## src/rtl/csa_multichannel_accumulator_if.sv

```systemverilog
// Handshake bundle for the carry-save multichannel accumulator:
// accumulate port, read-request port and back-pressured result port.
interface csa_multichannel_accumulator_if #(
    parameter int N        = 16,
    parameter int CHANNELS = 4,
    parameter int CW       = (CHANNELS > 1) ? $clog2(CHANNELS) : 1
);
    logic          in_valid;
    logic [CW-1:0] in_channel;
    logic [N-1:0]  in;
    logic          rd_valid;
    logic [CW-1:0] rd_channel;
    logic          rd_clear;
    logic          rd_ready;
    logic          out_valid;
    logic [CW-1:0] out_channel;
    logic [N-1:0]  out;
    logic          out_ready;

    modport master (
        output in_valid, in_channel, in,
        output rd_valid, rd_channel, rd_clear,
        output out_ready,
        input  rd_ready, out_valid, out_channel, out
    );

    modport slave (
        input  in_valid, in_channel, in,
        input  rd_valid, rd_channel, rd_clear,
        input  out_ready,
        output rd_ready, out_valid, out_channel, out
    );
endinterface

```

## src/rtl/csa_multichannel_accumulator.sv

```systemverilog
// Per-channel carry-save accumulators with a two-stage snapshot/resolve
// read-out pipeline (stage A holds u/v, stage B holds the binary sum).
module csa_multichannel_accumulator #(
    parameter int N        = 16,
    parameter int CHANNELS = 4,
    parameter int CW       = (CHANNELS > 1) ? $clog2(CHANNELS) : 1
) (
    input  logic clock,
    input  logic reset,
    csa_multichannel_accumulator_if.slave bus
);
    logic [N-1:0]  r_u [CHANNELS];
    logic [N-1:0]  r_v [CHANNELS];
    logic [N-1:0]  w_u_nxt [CHANNELS];
    logic [N-1:0]  w_v_nxt [CHANNELS];
    logic [N-1:0]  w_maj [CHANNELS];

    logic          r_a_valid;
    logic [N-1:0]  r_a_u;
    logic [N-1:0]  r_a_v;
    logic [CW-1:0] r_a_ch;

    logic          r_out_valid;
    logic [N-1:0]  r_out;
    logic [CW-1:0] r_out_ch;

    logic          w_b_adv;
    logic          w_a_load;
    logic          w_rd_fire;
    logic [N-1:0]  w_snap_u;
    logic [N-1:0]  w_snap_v;

    assign w_b_adv   = !r_out_valid || bus.out_ready;
    assign w_a_load  = !r_a_valid || w_b_adv;
    assign w_rd_fire = bus.rd_valid && w_a_load;

    assign bus.rd_ready    = w_a_load;
    assign bus.out_valid   = r_out_valid;
    assign bus.out_channel = r_out_ch;
    assign bus.out         = r_out;

    // Out-of-range channels match no entry, so they snapshot as zero.
    always_comb begin
        w_snap_u = '0;
        w_snap_v = '0;
        for (int c = 0; c < CHANNELS; c++) begin
            if (bus.rd_channel == CW'(c)) begin
                w_snap_u = r_u[c];
                w_snap_v = r_v[c];
            end
        end
    end

    // A clear colliding with an accumulate leaves only the new addend.
    always_comb begin
        for (int c = 0; c < CHANNELS; c++) begin
            logic acc;
            logic clr;
            acc = bus.in_valid && (bus.in_channel == CW'(c));
            clr = w_rd_fire && bus.rd_clear
                  && (bus.rd_channel == CW'(c));
            w_maj[c] = (bus.in & r_u[c]) | (bus.in & r_v[c])
                     | (r_u[c] & r_v[c]);
            w_u_nxt[c] = r_u[c];
            w_v_nxt[c] = r_v[c];
            if (clr && acc) begin
                w_u_nxt[c] = bus.in;
                w_v_nxt[c] = '0;
            end else if (clr) begin
                w_u_nxt[c] = '0;
                w_v_nxt[c] = '0;
            end else if (acc) begin
                w_u_nxt[c] = bus.in ^ r_u[c] ^ r_v[c];
                w_v_nxt[c] = {w_maj[c][N-2:0], 1'b0};
            end
        end
    end

    always_ff @(posedge clock) begin
        for (int c = 0; c < CHANNELS; c++) begin
            if (reset) begin
                r_u[c] <= '0;
                r_v[c] <= '0;
            end else begin
                r_u[c] <= w_u_nxt[c];
                r_v[c] <= w_v_nxt[c];
            end
        end
    end

    always_ff @(posedge clock) begin
        if (reset) begin
            r_a_valid <= 1'b0;
            r_a_u     <= '0;
            r_a_v     <= '0;
            r_a_ch    <= '0;
        end else if (w_a_load) begin
            r_a_valid <= bus.rd_valid;
            if (bus.rd_valid) begin
                r_a_u  <= w_snap_u;
                r_a_v  <= w_snap_v;
                r_a_ch <= bus.rd_channel;
            end
        end
    end

    always_ff @(posedge clock) begin
        if (reset) begin
            r_out_valid <= 1'b0;
            r_out       <= '0;
            r_out_ch    <= '0;
        end else if (w_b_adv) begin
            r_out_valid <= r_a_valid;
            if (r_a_valid) begin
                r_out    <= r_a_u + r_a_v;
                r_out_ch <= r_a_ch;
            end
        end
    end
endmodule

```

## src/flat_wrapper.sv

```systemverilog
// flat-port wrapper written by rule: the top's interface ports become plain ports
module csa_multichannel_accumulator_flat 
#(
    parameter int N        = 16,
    parameter int CHANNELS = 4,
    parameter int CW       = (CHANNELS > 1) ? $clog2(CHANNELS) : 1
)
  (clock, reset, bus_in_valid, bus_in_channel, bus_in, bus_rd_valid, bus_rd_channel, bus_rd_clear, bus_out_ready, bus_rd_ready, bus_out_valid, bus_out_channel, bus_out);
  csa_multichannel_accumulator_if #(.N(N), .CHANNELS(CHANNELS), .CW(CW)) bus_i ();
  input  logic clock;
  input  logic reset;
  input wire logic [$bits(bus_i.in_valid)-1:0] bus_in_valid;
  input wire logic [$bits(bus_i.in_channel)-1:0] bus_in_channel;
  input wire logic [$bits(bus_i.in)-1:0] bus_in;
  input wire logic [$bits(bus_i.rd_valid)-1:0] bus_rd_valid;
  input wire logic [$bits(bus_i.rd_channel)-1:0] bus_rd_channel;
  input wire logic [$bits(bus_i.rd_clear)-1:0] bus_rd_clear;
  input wire logic [$bits(bus_i.out_ready)-1:0] bus_out_ready;
  output wire logic [$bits(bus_i.rd_ready)-1:0] bus_rd_ready;
  output wire logic [$bits(bus_i.out_valid)-1:0] bus_out_valid;
  output wire logic [$bits(bus_i.out_channel)-1:0] bus_out_channel;
  output wire logic [$bits(bus_i.out)-1:0] bus_out;
  assign bus_i.in_valid = bus_in_valid;
  assign bus_i.in_channel = bus_in_channel;
  assign bus_i.in = bus_in;
  assign bus_i.rd_valid = bus_rd_valid;
  assign bus_i.rd_channel = bus_rd_channel;
  assign bus_i.rd_clear = bus_rd_clear;
  assign bus_i.out_ready = bus_out_ready;
  assign bus_rd_ready = bus_i.rd_ready;
  assign bus_out_valid = bus_i.out_valid;
  assign bus_out_channel = bus_i.out_channel;
  assign bus_out = bus_i.out;
  csa_multichannel_accumulator #(.N(N), .CHANNELS(CHANNELS), .CW(CW)) u_core (.clock(clock), .reset(reset), .bus(bus_i));
endmodule
```

## config.mk

```make
export PLATFORM = sky130hd
export DESIGN_NAME = csa_multichannel_accumulator_flat
export DESIGN_NICKNAME = d
export VERILOG_FILES = /design/src/rtl/csa_multichannel_accumulator_if.sv /design/src/rtl/csa_multichannel_accumulator.sv /design/src/flat_wrapper.sv
export SDC_FILE = /design/constraint.sdc
export NUM_CORES = 1
export LEC_CHECK = 0
export BUFFER_PORTS_ARGS = -buffer_cell sky130_fd_sc_hd__buf_2
export CAP_MARGIN = 20
export CORE_ASPECT_RATIO = 0.75
export CORE_UTILIZATION = 50
export DETAILED_ROUTE_END_ITERATION = 8
export GPL_ROUTABILITY_DRIVEN = 0
export PLACE_DENSITY = 0.76
export SYNTH_ARGS = -nofsm -noshare
export SYNTH_HDL_FRONTEND = slang
export SYNTH_SLANG_ARGS = --single-unit
```

## constraint.sdc

```tcl
create_clock -name clock -period 2.6 [get_ports clock]
set_input_delay 0.65 -clock clock [delete_from_list [all_inputs] [get_ports clock]]
set_output_delay 0.65 -clock clock [all_outputs]
set_load 0.03 [all_outputs]
```

==> key figures, run 1 <==
Synth
  – Seq/Total Area, Yosys: between 30% and 40%
  – Synth cell types: 62
  – Synth Instances: 1150
  – Yosys Warn Count: 0
  – Predominant post-synthesis flop cell: dfxtp_1
  – Fraction of registers with async set/reset: 0%
  – Synthesized cell area: 0.00990 mm²
  – Synth Register Bits: 177
  – Synth Net Count: 1251
  – Mean Syn Cell Area: 8.61 µm²
  – Number of flops mapped to enable cells by yosys: 0

Final layout
  – Post-layout util: a little under three fifths
  – N_diodes: 0
  – Multi-input gate area: approximately 0.0056 mm²
  – FF+latch area: roughly 0.0035 mm²
  – Fin nets: about 1300
  – FILL cells: roughly 1700
  – Area growth, synth to finish: 11.2%
  – Ratio of cells with drive above 1 in the final layout: 13.4%

Clock network
  – Hold_buf cts: 0
  – Resize count post-CTS: 0
  – Post-CTS Repair Setup Buffers: 0
  – CTS Sinks: ~180
  – Inserted Clock Buffers: 17
  – CTS H-tree lvls: 4
  – Reg clk slew, reported paths: 0.08 ns
  – CTS tree: yes
  – CTS root buffer: clkbuf_16
  – CTS Buffer Depth: 2
  – Skew-Pair Late Insertion Delay: approximately 0.44 ns

Pwr
  – PD cells: 572 mW/mm²
  – Worst IR Drop VDD: 435 µV
  – P_leak: ~4.0 nW

STA
  – Clk_skew: around 0.013 ns
  – Max-slew violations: 0
  – Crit path time final: around 2.3 ns
  – Final Setup Violations: 0
  – Max Fclk: around 430 MHz
  – Worst slew pin tran: 1.05 ns
  – Slew HR: a little under a third
  – Fin. Hold Viols: 0
  – Setup TNS: 0 ns
  – RSZ-0062 raised after global routing: false
  – Fin crit share: just under 90%

Drt
  – Vias/cell: 5.98
  – DRT Wirelength: about 28000 µm
  – Post-DR wirelength/cell: 19.5 µm
  – Via count: between 8000 and 9000
  – 1st-iter DRT viols: about 1100
  – Residual DRC: 1
  – Detailed Routing Iterations Pass 1: 7
  – Final ANT Viol Nets: 0

Global route
  – Initial antenna violation count: 0
  – Largest net degree at the start of global routing: 100
  – First-pass GRT wire length: 44100 µm
  – Vias in the first global route: 8095
  – GRT Total Usage: between 20% and 30%
  – Gr ovfl total: 0

Worst setup path
  – Setup crit start kind: flop
  – Critical Path AT: roughly 2.7 ns
  – Worst R2R Path Depth: 7
  – Reg-to-reg endpoint: u_core.bus.out[13]
  – Worst endpoint required time: 2.94 ns
  – CP max FO: 4
  – Reg2reg setup slack: about 0.28 ns
  – R2R Path Start: u_core.r_a_v[1]
  – Crit end category: flop
  – Setup CP Type: reg2reg

Hold path
  – Hold Crit Endpoint: u_core.bus.out_channel[0]
  – Hold Startpoint: u_core.r_a_ch[0]
  – Hold path depth: 2
  – Worst hold path class: reg2reg

Job
  – Maxcap violations: 0

Die
  – Site Rows: 44
  – I/O pin count: 46
  – Die height: between 100 and 150 µm
  – Starting Density: 51.1%
  – Die area: 0.0204 mm²
  – Core ar.: around 0.019 mm²
  – Die X: 164 µm

Run status
  – Violated checks: DRC
  – Outcome: complete, but fails checks

Placed design
  – Port Buf Inserts: between 40 and 50
  – Hpwl dp: 19200 µm
==> placed cells by master, fill, tap and decap left out, types with 5 or more instances in the layout <==
| master | count |
|---|---|
| a21oi_1 | 76 |
| dfxtp_1 | 177 |
| buf_4 | 35 |
| mux4_2 | 31 |
| inv_6 | 7 |
| nand3_1 | 11 |
| clkbuf_16 | 17 |
| o21a_1 | 5 |
| nand2_1 | 189 |
| a22oi_1 | 47 |
| o21ai_0 | 54 |
| buf_2 | 44 |
| ha_1 | 18 |
| a211oi_1 | 56 |
| and3_1 | 8 |
| inv_1 | 122 |
| nor2_1 | 117 |
| o211ai_1 | 16 |
| and2_1 | 6 |
| a31oi_1 | 5 |
| fa_1 | 57 |
==> synth_stat cells, types with 3 or more instances <==
cell	instances	area, µm²
fa_1	57	1140
and3_1	8	50.1
a21oi_1	76	380
or3_1	4	25.0
buf_2	16	80.1
inv_1	122	458
a21boi_0	4	30.0
o21ai_0	54	270
xnor2_1	4	35.0
nor3_1	4	20.0
dfxtp_1	177	3540
nand2_1	189	709
clkbuf_1	56	210
a22o_1	3	26.3
nand3_1	11	55.1
mux4_2	31	698
a22oi_1	47	353
buf_1	4	15.0
o21a_1	5	37.5
a31oi_1	5	31.3
nand4_1	3	18.8
o211ai_1	16	120
ha_1	18	225
mux2_2	4	45.0
a211oi_1	56	420
a21o_1	3	22.5
and2_1	6	37.5
nor2_1	118	443
nor4_1	3	18.8
==> state kept, by name, summed over array words and instances, names as in the netlist <==
register                count
u_core.r_a_u               16
u_core.r_u                 64
u_core.r_a_ch               2
u_core.r_v                 60
u_core.bus.out_valid        1
u_core.bus.out_channel      2
u_core.bus.out             16
u_core.r_a_valid            1
u_core.r_a_v               15
==> stage by stage <==
| step | total power, mW | hold WS, ns | setup WS [ns] | cells | cell area [µm²] |
|---|---|---|---|---|---|
| 6_report | 6.30 | 0.454 | 0.284 | 1438 | 11000 |
| 5_1_grt | 6.52 | 0.483 | 0.143 | 1438 | 11000 |
| 4_1_cts | 6.29 | 0.452 | 0.330 | 1438 | 11000 |
| 3_3_place_gp | 3.71 | 0.437 | 0.348 | 1406 | 10400 |
| 3_5_place_dp | 3.73 | 0.444 | 0.315 | 1406 | 10400 |
| 2_1_floorplan | 3.47 | 0.432 | 0.547 | 1150 | 9900 |
==> cell type report <==
class / count / share of cell area (%)
clock inverters: 14 / 1.30
well taps: 253 / 2.88
inverters: 122 / 4.16
multi-input cells: 773 / 50.7
repair buffers: 81 / 4.75
flip-flops and latches: 177 / 32.2
clock buffers: 18 / 3.99
==> routing by layer <==
metal | vias to the layer above | global-route usage (%) | share of wire, %
met2 | 414 | 43.7 | 44
met3 | 47 | 7.36 | 10
li1 | 3955 | - | -
met1 | 4184 | 40.2 | 44
met5 | - | 0 | 0
met4 | 0 | 10.7 | 2.2
==> critical path: stages, from the launching register on <==
cell	delay, ns
dfxtp_1	0.33
ha_1	0.25
fa_1	0.44
a211oi_1	0.37
o21ai_1	0.24
a31oi_1	0.34
nand2_1	0.08
and3_1	0.16
==> report_power, final <==
part,switching [mW],total [mW],internal (mW)
logic,0.503,0.792,0.289
clock network,1.23,2.61,1.38
registers,0.0857,2.90,2.81
total,1.82,6.30,4.48
==> kinds of logic after synthesis <==
kind of cell	Yosys count	share of synthesized area, %
AO/OA/AOI/OAI	287	18.6
AND/OR/NAND/NOR	369	15.8
XOR/XNOR	5	0.442
multiplexers	37	7.71
buffers and inverters	200	7.86
adder cells (fa/ha/maj)	75	13.8
flip-flops	177	35.8
==> how the worst max path moves through the flow <==
stage	start	end	slack (ns)	depth (start not counted)
2_1_floorplan	bus_out_ready	u_core.r_u[0][27]	0.55	6
3_3_place_gp	bus_out_ready	u_core.r_u[1][7]	0.35	6
3_5_place_dp	bus_out_ready	u_core.r_u[1][10]	0.31	6
4_1_cts	u_core.r_a_v[1]	u_core.bus.out[13]	0.33	7
5_1_grt	u_core.r_a_v[1]	u_core.bus.out[13]	0.14	7
6_report	u_core.r_a_v[1]	u_core.bus.out[13]	0.28	7
(Power assumes the default switching activity.)
==> run 2, diff against run 1 <==
--- a/config.mk
+++ b/config.mk
@@ -7,7 +7,7 @@
 export LEC_CHECK = 0
 export BUFFER_PORTS_ARGS = -buffer_cell sky130_fd_sc_hd__buf_2
 export CAP_MARGIN = 20
-export CORE_ASPECT_RATIO = 0.75
+export CORE_ASPECT_RATIO = 1.4
 export CORE_UTILIZATION = 50
 export DETAILED_ROUTE_END_ITERATION = 8
 export GPL_ROUTABILITY_DRIVEN = 0
==> constraint.sdc (replaced) <==
create_clock -name clock -period 2.6 [get_ports clock]
set_input_delay 0.65 -clock clock [delete_from_list [all_inputs] [get_ports clock]]
set_output_delay 0.65 -clock clock [all_outputs]
set_load 0.05 [all_outputs]
==> key figures, run 2 (synthesis results as in run 1) <==
Final layout
  – Cell Count, Final, Fillers Out: 1433 (-0.35%)
  – FF+latch area: 0.00354 mm² (unchanged)
  – Area growth, synth to finish: 11.4%
  – Leading cell type in the layout, fill and taps excluded: nand2_1
  – Largest reg by FF count: u_core.r_u
  – Commonest cells after routing, fill and taps aside: 189 x nand2_1, 177 x dfxtp_1, 122 x inv_1
  – Post-route design area: 0.0110 mm² (+0.18%)
  – Multi-input gate area: 0.00559 mm² (unchanged)
  – Fin nets: 1277 (+0.31%)
  – N_diodes: 0 (unchanged)
  – Max reg flops: 64 (unchanged)
  – FILL cells: 1678 (-1.9%)
  – Ratio of cells with drive above 1 in the final layout: 13.4% (unchanged)
  – Largest regs: u_core.r_u (64), u_core.r_v (60)

Pwr
  – PD cells: 563 mW/mm² (-1.5%)
  – P_leak: 4.00 nW (+0.63%)
  – Worst IR Drop VDD: 465 µV (+6.9%)
  – Final total power: 6.21 mW (-1.3%)

Global route
  – Largest net degree at the start of global routing: 103 (+3.0%)
  – Gr ovfl total: 0 (unchanged)
  – Vias in the first global route: 8438 (+4.2%)
  – First-pass GRT wire length: 42600 µm (-3.4%)
  – GRT Total Usage: 27.3% (-1.7 points)
  – Initial antenna violation count: 0 (unchanged)

Clock network
  – Skew-Pair Late Insertion Delay: 0.43 ns (about the same)
  – CTS Buffer Depth: 2 (unchanged)
  – CTS tree: yes
  – CTS H-tree lvls: 4 (unchanged)
  – Resize count post-CTS: 0 (unchanged)
  – Inserted Clock Buffers: 17 (unchanged)
  – Post-CTS Repair Setup Buffers: 0 (unchanged)
  – CTS Sinks: 177 (unchanged)
  – Hold_buf cts: 0 (unchanged)
  – CTS root buffer: clkbuf_16
  – Reg clk slew, reported paths: 0.06 ns (-0.02 ns)

Hold path
  – Worst hold path class: reg2reg
  – Hold path depth: 2 (unchanged)

Die
  – Die X: 121 µm (-26%)
  – Die height: 168 µm (+36%)
  – Die area: 0.0204 mm² (about the same)
  – Core ar.: 0.0193 mm² (-0.44%)
  – Site Rows: 60 (+36%)
  – I/O pin count: 46 (unchanged)
  – Starting Density: 51.3% (+0.23 points)

Drt
  – Post-DR wirelength/cell: 18.4 µm (-5.8%)
  – Vias/cell: 5.84 (-2.4%)
  – Detailed Routing Iterations Pass 1: 5 (-2)
  – Residual DRC: 0 (-1)
  – 1st-iter DRT viols: 700 (-36%)
  – Final ANT Viol Nets: 0 (unchanged)
  – DRT Wirelength: 26300 µm (-6.1%)
  – Via count: 8363 (-2.8%)

STA
  – Max-slew violations: 0 (unchanged)
  – RSZ-0062 raised after global routing: false
  – Final Setup Violations: 0 (unchanged)
  – Worst slew pin tran: 0.644 ns (-0.405 ns)
  – Setup TNS: 0 ns (unchanged)
  – Clk_skew: 0.00908 ns (-0.00392 ns)
  – Fin. Hold Viols: 0 (unchanged)
  – Max Fclk: 440 MHz (+2.0%)
  – Crit path time final: 2.27 ns (-0.0449 ns)
  – Fin crit share: 87.4% (-1.7 points)
  – Slew HR: 56.9% (+27 points)

Worst setup path
  – Setup crit start kind: flop
  – Critical Path AT: 2.60 ns (-0.06 ns)
  – Crit end category: flop
  – Worst endpoint required time: 2.93 ns (about the same)
  – Setup CP Type: reg2reg
  – CP max FO: 4 (unchanged)
  – Worst R2R Path Depth: 7 (unchanged)

Placed design
  – Port Buf Inserts: 45 (unchanged)
  – Area after DPL: 0.0105 mm² (+0.35%)
  – Hpwl dp: 18700 µm (-2.9%)
  – Placed Cells: 1405 (-0.071%)

Run status
  – Outcome: complete, no violations

Job
  – Maxcap violations: 0 (unchanged)
## run 2: cell count changes in the layout (fill, tap and decap cells not counted), sizes merged
cell      before  now
clkinvlp       2    0
inv          131  122
buf           81   85
clkinv         2    5
bufinv         1    2
clkbuf        18   21
## run 2: power by group
group	switching, mW	total [mW]	internal [mW]
Clock	1.04	2.52	1.49
Sequential	0.0842	2.90	2.81
Combinational	0.501	0.794	0.293
Total	1.62	6.21	4.59
## run 2: stage by stage
step	setup slack, ns	utilization (%)	hold WS, ns
finish	0.329	57.2	0.450
global route	0.172	57.2	0.470
CTS	0.338	57.2	0.452
detailed placement	0.337	54.2	0.443
global placement	0.368	54.2	0.436
floorplan	0.406	-	0.432
## run 2: critical path, stage by stage (launching register included)
cell	delay (ns)
dfxtp_1	0.31
ha_1	0.24
fa_1	0.43
a211oi_1	0.40
o21ai_1	0.24
a31oi_1	0.25
xnor2_1	0.09
a22o_1	0.20
## run 2: routing by layer
| layer | wire (µm) | share of wire, % | track usage [%] |
|---|---|---|---|
| met1 | 10200 | 39 | 32.1 |
| met2 | 13300 | 51 | 48.0 |
| met3 | 1680 | 6.4 | 4.28 |
| met4 | 1130 | 4.3 | 13.5 |
| met5 | 0 | 0 | 0 |
## run 2: final cells by class
type	count	share of cell area, %
well taps	248	2.81
clock inverters	7	0.771
clock buffers	21	4.36
flip-flops and latches	177	32.1
inverters	122	4.15
multi-input cells	773	50.7
repair buffers	85	5.13
## run 2: final timing paths
check,from,to,slack [ns]
worst max register to register,u_core.r_a_v[1],u_core.bus.out[11],0.33
worst max-delay path,u_core.r_a_v[1],u_core.bus.out[11],0.33
worst min register to register,u_core.bus.out_channel[1],u_core.bus.out_channel[1],0.45
worst min-delay path,u_core.bus.out_channel[1],u_core.bus.out_channel[1],0.45
